$ cat src/rtl/dma_write_splitter_pkg.sv
// Shared constants, FSM state type and payload-alignment helpers for the DMA write splitter.
package dma_write_splitter_pkg;

  localparam int CHUNK_W    = 32;
  localparam int BEAT_BYTES = 64;
  localparam int BEAT_SHIFT = 6;

  typedef enum logic [1:0] {
    ST_IDLE = 2'd0,
    ST_CMD  = 2'd1,
    ST_DATA = 2'd2
  } split_state_t;

  function automatic logic [CHUNK_W-1:0] align_len(input logic [CHUNK_W-1:0] len);
    return {len[CHUNK_W-1:BEAT_SHIFT], {BEAT_SHIFT{1'b0}}};
  endfunction

  function automatic logic [63:0] align_addr(input logic [63:0] addr);
    return {addr[63:BEAT_SHIFT], {BEAT_SHIFT{1'b0}}};
  endfunction

endpackage

$ cat src/rtl/dma_write_splitter_if.sv
// Command stream (address/length) and 512-bit data stream interfaces with master/slave views.
interface axis_mem_cmd_if;
  logic        valid;
  logic        ready;
  logic [63:0] address;
  logic [31:0] length;

  modport master (output valid, output address, output length, input ready);
  modport slave  (input valid, input address, input length, output ready);
endinterface

interface axi_stream_if;
  logic         valid;
  logic         ready;
  logic [511:0] data;
  logic [63:0]  keep;
  logic         last;

  modport master (output valid, output data, output keep, output last, input ready);
  modport slave  (input valid, input data, input keep, input last, output ready);
endinterface

$ cat src/rtl/dma_write_splitter_chunk_calc.sv
// Chunk length = min(remaining, MAX_CHUNK, distance to next BOUNDARY-aligned address).
module dma_chunk_calc
  import dma_write_splitter_pkg::*;
#(
  parameter int MAX_CHUNK = 4096,
  parameter int BOUNDARY  = 4096
) (
  input  logic [CHUNK_W-1:0] i_addr_lo,
  input  logic [CHUNK_W-1:0] i_remaining,
  output logic [CHUNK_W-1:0] o_chunk
);

  localparam logic [CHUNK_W-1:0] LP_MAX = CHUNK_W'(MAX_CHUNK);
  localparam logic [CHUNK_W-1:0] LP_BND = CHUNK_W'(BOUNDARY);

  logic [CHUNK_W-1:0] w_offset;
  logic [CHUNK_W-1:0] w_bnd_rem;
  logic [CHUNK_W-1:0] w_limit;

  // BOUNDARY is a power of two, so the low address bits give the offset inside the window.
  assign w_offset  = i_addr_lo & (LP_BND - 32'd1);
  assign w_bnd_rem = LP_BND - w_offset;
  assign w_limit   = (LP_MAX < w_bnd_rem) ? LP_MAX : w_bnd_rem;
  assign o_chunk   = (i_remaining < w_limit) ? i_remaining : w_limit;

endmodule

$ cat src/rtl/dma_write_splitter.sv
// Splits each DMA write command into boundary-safe chunk commands and forwards the data
// beats of each chunk with a regenerated last flag.
module dma_write_splitter
  import dma_write_splitter_pkg::*;
#(
  parameter int MAX_CHUNK = 4096,
  parameter int BOUNDARY  = 4096
) (
  input  logic                 clk,
  input  logic                 rstn,
  axis_mem_cmd_if.slave        s_axis_cmd,
  axi_stream_if.slave          s_axis_data,
  axis_mem_cmd_if.master       m_axis_cmd,
  axi_stream_if.master         m_axis_data,
  output logic [2:0][31:0]     status_reg
);

  split_state_t       r_state;
  split_state_t       w_next_state;
  logic [63:0]        r_cur_addr;
  logic [CHUNK_W-1:0] r_remaining;
  logic [CHUNK_W-1:0] r_chunk_beats;
  logic [CHUNK_W-1:0] r_beat_cnt;
  logic [31:0]        r_cnt_cmd;
  logic [31:0]        r_cnt_chunk;
  logic [31:0]        r_cnt_beat;

  logic [CHUNK_W-1:0] w_chunk;
  logic [CHUNK_W-1:0] w_in_len;
  logic               w_last_beat;
  logic               w_cmd_acc;
  logic               w_chunk_hs;
  logic               w_beat_hs;

  dma_chunk_calc #(
    .MAX_CHUNK (MAX_CHUNK),
    .BOUNDARY  (BOUNDARY)
  ) u_chunk_calc (
    .i_addr_lo   (r_cur_addr[CHUNK_W-1:0]),
    .i_remaining (r_remaining),
    .o_chunk     (w_chunk)
  );

  assign w_in_len    = align_len(s_axis_cmd.length);
  assign w_last_beat = (r_beat_cnt == (r_chunk_beats - 32'd1));

  assign m_axis_cmd.address = r_cur_addr;
  assign m_axis_cmd.length  = w_chunk;
  assign m_axis_data.data   = s_axis_data.data;
  assign m_axis_data.keep   = s_axis_data.keep;

  assign status_reg[0] = r_cnt_cmd;
  assign status_reg[1] = r_cnt_chunk;
  assign status_reg[2] = r_cnt_beat;

  always_comb begin
    w_next_state       = r_state;
    w_cmd_acc          = 1'b0;
    w_chunk_hs         = 1'b0;
    w_beat_hs          = 1'b0;
    s_axis_cmd.ready   = 1'b0;
    m_axis_cmd.valid   = 1'b0;
    m_axis_data.valid  = 1'b0;
    m_axis_data.last   = 1'b0;
    s_axis_data.ready  = 1'b0;
    case (r_state)
      ST_IDLE: begin
        // Ready is held low while reset is asserted so nothing is offered as accepted.
        s_axis_cmd.ready = rstn;
        if (s_axis_cmd.valid && rstn) begin
          w_cmd_acc = 1'b1;
          if (w_in_len[CHUNK_W-1:BEAT_SHIFT] != '0) begin
            w_next_state = ST_CMD;
          end else begin
            w_next_state = ST_IDLE;
          end
        end else begin
          w_next_state = ST_IDLE;
        end
      end
      ST_CMD: begin
        m_axis_cmd.valid = 1'b1;
        if (m_axis_cmd.ready) begin
          w_chunk_hs   = 1'b1;
          w_next_state = ST_DATA;
        end else begin
          w_next_state = ST_CMD;
        end
      end
      ST_DATA: begin
        m_axis_data.valid = s_axis_data.valid;
        s_axis_data.ready = m_axis_data.ready;
        m_axis_data.last  = w_last_beat;
        if (s_axis_data.valid && m_axis_data.ready) begin
          w_beat_hs = 1'b1;
          if (w_last_beat) begin
            w_next_state = (r_remaining != '0) ? ST_CMD : ST_IDLE;
          end else begin
            w_next_state = ST_DATA;
          end
        end else begin
          w_next_state = ST_DATA;
        end
      end
      default: begin
        w_next_state = ST_IDLE;
      end
    endcase
  end

  always_ff @(posedge clk) begin
    if (!rstn) begin
      r_state       <= ST_IDLE;
      r_cur_addr    <= 64'd0;
      r_remaining   <= 32'd0;
      r_chunk_beats <= 32'd0;
      r_beat_cnt    <= 32'd0;
      r_cnt_cmd     <= 32'd0;
      r_cnt_chunk   <= 32'd0;
      r_cnt_beat    <= 32'd0;
    end else begin
      r_state <= w_next_state;
      if (w_cmd_acc) begin
        r_cur_addr  <= align_addr(s_axis_cmd.address);
        r_remaining <= w_in_len;
        r_cnt_cmd   <= r_cnt_cmd + 32'd1;
      end
      if (w_chunk_hs) begin
        r_chunk_beats <= w_chunk >> BEAT_SHIFT;
        r_beat_cnt    <= 32'd0;
        r_cur_addr    <= r_cur_addr + {32'd0, w_chunk};
        r_remaining   <= r_remaining - w_chunk;
        r_cnt_chunk   <= r_cnt_chunk + 32'd1;
      end
      if (w_beat_hs) begin
        r_beat_cnt <= r_beat_cnt + 32'd1;
        r_cnt_beat <= r_cnt_beat + 32'd1;
      end
    end
  end

endmodule
$ cat src/flat_wrapper.sv
// flat-port wrapper written by rule: the top's interface ports become plain ports
module dma_write_splitter_flat import dma_write_splitter_pkg::*;
#(
  parameter int MAX_CHUNK = 4096,
  parameter int BOUNDARY  = 4096
)
  (clk, rstn, status_reg, s_axis_cmd_valid, s_axis_cmd_address, s_axis_cmd_length, s_axis_cmd_ready, s_axis_data_valid, s_axis_data_data, s_axis_data_keep, s_axis_data_last, s_axis_data_ready, m_axis_cmd_valid, m_axis_cmd_address, m_axis_cmd_length, m_axis_cmd_ready, m_axis_data_valid, m_axis_data_data, m_axis_data_keep, m_axis_data_last, m_axis_data_ready);
  axis_mem_cmd_if s_axis_cmd_i ();
  axi_stream_if s_axis_data_i ();
  axis_mem_cmd_if m_axis_cmd_i ();
  axi_stream_if m_axis_data_i ();
  input  logic clk;
  input  logic rstn;
  output logic [2:0][31:0] status_reg;
  input wire logic [$bits(s_axis_cmd_i.valid)-1:0] s_axis_cmd_valid;
  input wire logic [$bits(s_axis_cmd_i.address)-1:0] s_axis_cmd_address;
  input wire logic [$bits(s_axis_cmd_i.length)-1:0] s_axis_cmd_length;
  output wire logic [$bits(s_axis_cmd_i.ready)-1:0] s_axis_cmd_ready;
  input wire logic [$bits(s_axis_data_i.valid)-1:0] s_axis_data_valid;
  input wire logic [$bits(s_axis_data_i.data)-1:0] s_axis_data_data;
  input wire logic [$bits(s_axis_data_i.keep)-1:0] s_axis_data_keep;
  input wire logic [$bits(s_axis_data_i.last)-1:0] s_axis_data_last;
  output wire logic [$bits(s_axis_data_i.ready)-1:0] s_axis_data_ready;
  output wire logic [$bits(m_axis_cmd_i.valid)-1:0] m_axis_cmd_valid;
  output wire logic [$bits(m_axis_cmd_i.address)-1:0] m_axis_cmd_address;
  output wire logic [$bits(m_axis_cmd_i.length)-1:0] m_axis_cmd_length;
  input wire logic [$bits(m_axis_cmd_i.ready)-1:0] m_axis_cmd_ready;
  output wire logic [$bits(m_axis_data_i.valid)-1:0] m_axis_data_valid;
  output wire logic [$bits(m_axis_data_i.data)-1:0] m_axis_data_data;
  output wire logic [$bits(m_axis_data_i.keep)-1:0] m_axis_data_keep;
  output wire logic [$bits(m_axis_data_i.last)-1:0] m_axis_data_last;
  input wire logic [$bits(m_axis_data_i.ready)-1:0] m_axis_data_ready;
  assign s_axis_cmd_i.valid = s_axis_cmd_valid;
  assign s_axis_cmd_i.address = s_axis_cmd_address;
  assign s_axis_cmd_i.length = s_axis_cmd_length;
  assign s_axis_cmd_ready = s_axis_cmd_i.ready;
  assign s_axis_data_i.valid = s_axis_data_valid;
  assign s_axis_data_i.data = s_axis_data_data;
  assign s_axis_data_i.keep = s_axis_data_keep;
  assign s_axis_data_i.last = s_axis_data_last;
  assign s_axis_data_ready = s_axis_data_i.ready;
  assign m_axis_cmd_valid = m_axis_cmd_i.valid;
  assign m_axis_cmd_address = m_axis_cmd_i.address;
  assign m_axis_cmd_length = m_axis_cmd_i.length;
  assign m_axis_cmd_i.ready = m_axis_cmd_ready;
  assign m_axis_data_valid = m_axis_data_i.valid;
  assign m_axis_data_data = m_axis_data_i.data;
  assign m_axis_data_keep = m_axis_data_i.keep;
  assign m_axis_data_last = m_axis_data_i.last;
  assign m_axis_data_i.ready = m_axis_data_ready;
  dma_write_splitter #(.MAX_CHUNK(MAX_CHUNK), .BOUNDARY(BOUNDARY)) u_core (.clk(clk), .rstn(rstn), .s_axis_cmd(s_axis_cmd_i), .s_axis_data(s_axis_data_i), .m_axis_cmd(m_axis_cmd_i), .m_axis_data(m_axis_data_i), .status_reg(status_reg));
endmodule
$ cat config.mk
export PLATFORM = sky130hd
export DESIGN_NAME = dma_write_splitter_flat
export DESIGN_NICKNAME = d
export VERILOG_FILES = /design/src/rtl/dma_write_splitter_pkg.sv /design/src/rtl/dma_write_splitter_if.sv /design/src/rtl/dma_write_splitter_chunk_calc.sv /design/src/rtl/dma_write_splitter.sv /design/src/flat_wrapper.sv
export SDC_FILE = /design/constraint.sdc
export NUM_CORES = 1
export LEC_CHECK = 0
export ABC_CLOCK_PERIOD_IN_PS = 5700
export BUFFER_PORTS_ARGS = -buffer_cell sky130_fd_sc_hd__clkbuf_2
export CORE_AREA = 2 2 558 560
export CTS_CLUSTER_SIZE = 10
export DETAILED_ROUTE_END_ITERATION = 7
export DIE_AREA = 0 0 560 562
export GPL_TIMING_DRIVEN = 0
export HOLD_SLACK_MARGIN = 0.15
export PLACE_DENSITY = 0.33
export SETUP_SLACK_MARGIN = 0.4
export SYNTH_ARGS = -nofsm -noshare
export SYNTH_HDL_FRONTEND = slang
export SYNTH_SLANG_ARGS = --single-unit
$ cat constraint.sdc
create_clock -name clk -period 5.7 [get_ports clk]
set_input_delay 0 -clock clk [delete_from_list [all_inputs] [get_ports clk]]
set_output_delay 0 -clock clk [all_outputs]
set_load 0.01 [all_outputs]
# Word level (Yosys, flattened, before mapping)

Index checks and enable logic that the tools add are counted.

Order comparisons: 2
Reductions and logical operators: 7
$add $sub $neg: 8
Mux-type cells: 26
Eq/ne operators: 3

Operators by type and width:

| cell                                                                          | count |
|---|---|
| 32-bit 2-to-1 mux                                                             | 6 |
| 32-bit by 1-bit adder with 32-bit output, second input constant               | 4 |
| 64-bit 2-to-1 mux                                                             | 2 |
| 64-bit by 32-bit adder with 64-bit output                                     | 1 |
| 32-bit == test                                                                | 1 |
| 13-bit by 32-bit less-than comparator with 1-bit output, first input constant | 1 |
| 32-bit less-than comparator                                                   | 1 |
| 32-bit nonzero test                                                           | 1 |
| 32-bit subtractor                                                             | 1 |
| 26-bit by 1-bit subtractor with 27-bit output, second input constant          | 1 |
| 26-bit nonzero test                                                           | 1 |
| 1-bit 2-to-1 mux                                                              | 14 |
| 13-bit by 12-bit subtractor with 14-bit output, first input constant          | 1 |
| 2-bit 2-to-1 mux                                                              | 3 |
| 2-bit one-hot mux with 3 select lines                                         | 1 |
| 2-bit nonzero test                                                            | 2 |
| 2-bit by 1-bit == test with 1-bit output, second input constant               | 1 |
| 2-bit == test, second input constant                                          | 1 |
| 1-bit logical AND                                                             | 2 |
| 2-bit zero test                                                               | 1 |

Input port bits: 679
Output and inout port bits: 773
Register bits after elaboration: 252

# Longest topological paths before layout

Word-level depth: 7
Gate-level depth with buffers: 29
Gate-level depth less buffers: 28

# Hierarchy

From an unflattened synthesis, not the netlist that was laid out.

Cell total of the unflattened synthesis: 2678
Area, all modules: 20524.7 µm²

Modules (own cells, without submodules):

| module             | area each (µm²) | instances | cells an instance |
|---|---|---|---|
| dma_write_splitter | 19391.1         | 1         | 2520 |
| dma_chunk_calc     | 1133.6          | 1         | 158 |

# Worst setup path after synthesis

OpenSTA, ideal clock, no wires.

Kind: flip-flop to flip-flop
From: register u_core.r_cur_addr[1] (netlist: u_core.m_axis_cmd.address[1])
To: register u_core.r_remaining[20]
Path buffers: 1
Path slack: -0.785 ns
Arrival: 6.370 ns
Data required time: 5.585 ns
Period minus slack after synthesis: 6.485 ns
Stages on the path, launching flop included: 29
Cell sequence: dfxtp_1 > inv_1 > ha_1 > or4b_2 > or4_1 > o31ai_1 > a31o_2 > and2_1 > inv_1 > ha_1 > a21oi_1 > o21ai_0 > a21oi_1 > nand2_1 > nor2_2 > buf_2 > nand2_1 > o21ai_0 > ha_1 > inv_1 > fa_1 > a21o_1 > a21oi_1 > o21bai_1 > a21oi_1 > nor4_1 > nor3_1 > a211oi_1 > o21a_1

Cells in the longest elaborated chain, start to end: 7

Ends and longest elaborated chain:

| element                                                 | line                                | text |
|---|---|---|
| from (decl)                                             | dma_write_splitter.sv:20            | `logic [63:0] r_cur_addr;` |
| from (signal assigned)                                  | dma_write_splitter.sv:124           | `r_cur_addr <= align_addr(s_axis_cmd.address);` |
| from (signal assigned)                                  | dma_write_splitter.sv:131           | `r_cur_addr <= r_cur_addr + {32'd0, w_chunk};` |
| 13-bit by 12-bit subtractor with 14-bit output (*)      | dma_write_splitter_chunk_calc.sv:22 | `assign w_bnd_rem = LP_BND - w_offset;` |
| 13-bit by 32-bit less-than comparator with 1-bit output | dma_write_splitter_chunk_calc.sv:23 | `assign w_limit = (LP_MAX < w_bnd_rem) ? LP_MAX : w_bnd_rem;` |
| 32-bit 2-to-1 mux (*)                                   | dma_write_splitter_chunk_calc.sv:23 |  |
| 32-bit less-than comparator                             | dma_write_splitter_chunk_calc.sv:24 | `assign o_chunk = (i_remaining < w_limit) ? i_remaining : w_limit;` |
| 32-bit 2-to-1 mux (*)                                   | dma_write_splitter_chunk_calc.sv:24 |  |
| via m_axis_cmd_length[0]                                | flat_wrapper.sv:26                  | `output wire logic [$bits(m_axis_cmd_i.length)-1:0] m_axis_cmd_length;` |
| 32-bit subtractor (*)                                   | dma_write_splitter.sv:132           | `r_remaining <= r_remaining - w_chunk;` |
| 32-bit 2-to-1 mux (*)                                   | dma_write_splitter.sv:128           | `if (w_chunk_hs) begin` |
| to (signal assigned)                                    | dma_write_splitter.sv:125           | `r_remaining <= w_in_len;` |
| to (signal assigned)                                    | dma_write_splitter.sv:132           |  |
| to (decl)                                               | dma_write_splitter.sv:21            | `logic [CHUNK_W-1:0] r_remaining;` |

Mark *: on every way through the listed nets, which the timed path passes. The rest lies on a longest branch.
A chain may end at the register's enable or synchronous reset.

# Worst setup path after layout

From: register u_core.r_cur_addr[2] (netlist: u_core.m_axis_cmd.address[2])
To: register u_core.r_cur_addr[54] (netlist: u_core.m_axis_cmd.address[54])

Cells in the longest elaborated chain, start to end: 7

Ends and longest elaborated chain:

| element                                                 | line |
|---|---|
| 13-bit by 12-bit subtractor with 14-bit output          | dma_write_splitter_chunk_calc.sv:22 |
| 13-bit by 32-bit less-than comparator with 1-bit output | dma_write_splitter_chunk_calc.sv:23 |
| 32-bit 2-to-1 mux                                       | dma_write_splitter_chunk_calc.sv:23 |
| 32-bit less-than comparator                             | dma_write_splitter_chunk_calc.sv:24 |
| 32-bit 2-to-1 mux                                       | dma_write_splitter_chunk_calc.sv:24 |
| 64-bit by 32-bit adder with 64-bit output (*)           | dma_write_splitter.sv:131 |
| 64-bit 2-to-1 mux (*)                                   | dma_write_splitter.sv:128 |

Every way passes the cells marked *; elsewhere a longest branch is shown, timed or not.

==> results_dict.tcl <==
set metrics [dict create \
    setup_tns_ns -19.22 \
    cts_made_buffers 37 \
    grt_max_degree 12 \
    p_sw_share_pct 35.7 \
    io_buffers 842 \
    finClkSkew_ns 0.0506 \
    intPower_uw 4270 \
    core-area_mm2 0.308 \
    grt_pass1_vias 22200 \
    drtAntennaViolNets 0 \
    setup_viol 77 \
    p_comb_share_pct 35.2 \
    drv_slew 0 \
    die_area_mm2 0.315 \
    vias 23100 \
    fin_crit_sh_pct 109 \
    path_clk_slew_ns 0.06 \
    synth_flop_cell "dfxtp_1" \
    yosysWarnings 0 \
    synth_seq_area_share_pct 25.4 \
    async_reset_ff_share_pct 0 \
    place_hpwl_um 125000 \
    fmax_mhz 161 \
    syn2layout_area_growth_pct 75.6 \
    pwr-share-clk_pct 36.4 \
    chipHeight_um 562 \
    cts_root_buf "clkbuf_16" \
    clockBufferDepth 3 \
    violations "negative setup slack" \
    maxCapViolCount 0 \
    cp-start-kind "flop" \
    drc 0 \
    seqPwrFrac_pct 28.4 \
    grt_pass1_wl_um 191000 \
    setup.worst_path.end_class "flop" \
    fin_nets 4481 \
    antenna_found_initial 58 \
    relSlewSlack_pct 11.8 \
    rsz0062_at_grt "yes" \
    drt-total-wl_um 148000 \
    dr.first_iter.drc_count 1083 \
    worst_pin_slew_ns 1.32 \
    min_path_type "in2out" \
    grt_usage_pct 8.82 \
    routabilityCongestion 0.961 \
    rows 204 \
    avgSynthCellArea_um2 7.72 \
    overflow 0 \
    hold_ws_ns 0.187 \
    synth_area_mm2 0.0199 \
    max_stage_delay_ns 0.55 \
    final_cell_area_mm2 0.0349 \
    die_width_um 560 \
    worst_slack_ns -0.523 \
    drive_above_1_share_pct 50.5 \
    viasPerCell 2.92 \
    wl_per_cell_um 18.8 \
    ir_worst_vdd_mv 0.227 \
    yosysTopAreaCellShare_pct 25.4 \
    crit_arrival_ns 6.74 \
    synth_seq_cells 252 \
    fill_cells 35800 \
    crit_fanout 8 \
    synthTopCellsByArea "dfxtp_1, buf_4, ha_1" \
    finalHoldViolations 0 \
    ios 1452 \
    firstDrtPassIters 5 \
    htreeDepth 2 \
    critical_path.slowest_cell "or4b_4" \
    timing.final.crit_period_ns 6.22 \
    final_common_cell "clkbuf_2" \
    leakage_uw 0.0145 \
    place_area_mm2 0.0297 \
    place_ws_ns -1.61 \
    power_density_mw_per_mm2 191 \
    cts_tree "yes" \
    synth_edf_count 0 \
    synth.largest_area_cell "dfxtp_1" \
    synth_cell_type_count 77 \
    post_synth_inst_count 2571 \
    clkLatencyLatePin_ns 0.64 \
    required_ns 6.21 \
    outcome "finished, violations left" \
    p_switching_uw 2370 \
    start_util_pct 6.44 \
    clock_sinks 252 \
    final_cell_mix "clkbuf_2, buf_4, dfxtp_1, nand2_1, nor2_1" \
    critPathKind "reg2reg" \
]
[flip-flops by register name, indices dropped and copies added, names as in the netlist]
signal	count
u_core.r_state	2
u_core.m_axis_cmd.address	64
u_core.r_cnt_beat	32
u_core.r_remaining	32
u_core.r_cnt_cmd	32
u_core.r_cnt_chunk	32
u_core.r_beat_cnt	32
u_core.r_chunk_beats	26
[synth_stat cells (all sizes together) (28+ instances only)]
cell,count
and3,66
nand4,41
xor2,86
inv,71
or3,46
xnor2,72
nand2,214
nand3,99
clkbuf,88
ha,65
nor2,194
nor4,28
a21oi,143
buf,607
o21ai,100
dfxtp,252
a31oi,31
nor3,36
[power by group through the flow]
stage	combinational (µW)	sequential [µW]	clock, µW
after detailed placement	1870	1920	0
final	2340	1890	2420
after global placement	1880	1920	0
after global routing	2500	1890	2570
after floorplan	1120	1910	0
after CTS	2190	1880	2530
[final timing paths]
path | start | end | slack (ns) | cells past startpoint
max | u_core.m_axis_cmd.address[2] | u_core.m_axis_cmd.address[54] | -0.52 | 29
min | s_axis_data_data[194] | m_axis_data_data[194] | 0.19 | 2
max reg2reg | u_core.m_axis_cmd.address[2] | u_core.m_axis_cmd.address[54] | -0.52 | 29
min reg2reg | u_core.r_remaining[31] | u_core.r_remaining[31] | 0.48 | 2
[final cells by class]
class	instances	area (µm²)	area share, %
multi-input combinational	1590	11500	32.9
tap	4120	5150	14.8
clock inverter	12	166	0.477
timing repair buffer	1088	6660	19.1
antenna	19	47.5	0.136
inverter	71	284	0.815
clock buffer	53	1060	3.03
sequential	252	5060	14.5
buffer	695	4940	14.2
[metal layers]
layer	global-route usage, %	share of wire [%]	vias up
li1	-	-	10700
met1	8.97	35	10900
met2	16.9	53	1310
met3	2.47	7.8	221
met4	3.40	4.0	8
met5	0	0.034	-
[kinds of logic after synthesis]
logic type                 Yosys count  share of synthesized area (%)
DFF                                252                           25.4
and+or+nand+nor                    818                           20.6
adders and majority gates           67                           4.30
muxes                               30                           1.56
other                                1                         0.0189
buffers and inverters              766                           25.8
AOI/OAI and AO/OA                  479                           15.4
xor gates and xnor gates           158                           6.97
[critical path, delay by kind of cell (launching register included)]
family | cells | cell delay [ns]
AND/OR/NAND/NOR | 9 | 2.25
AO/OA/AOI/OAI | 10 | 1.83
buffers and inverters | 7 | 0.98
adder cells (fa/ha/maj) | 3 | 0.68
flip-flops | 1 | 0.35
[metrics by stage]
stage               util (%)  total power, µW  instances
floorplan                  -             3020       2608
global route            11.3             6960       7893
finish                  11.3             6640       7900
detailed placement      9.62             3790       7570
global placement        9.62             3800       7570
CTS                     10.9             6610       7826
[what timing repair did]
action | CTS | global route
hold buffers | 98 | 0
pin swaps | 100 | 128
resized for setup | 218 | 140
buffers inserted | 89 | 55
setup endpoints to repair | 85 | 88
cloned | 4 | 0
endpoints found under the hold margin | 96 | 0
Power figures use the tool's default switching activity.
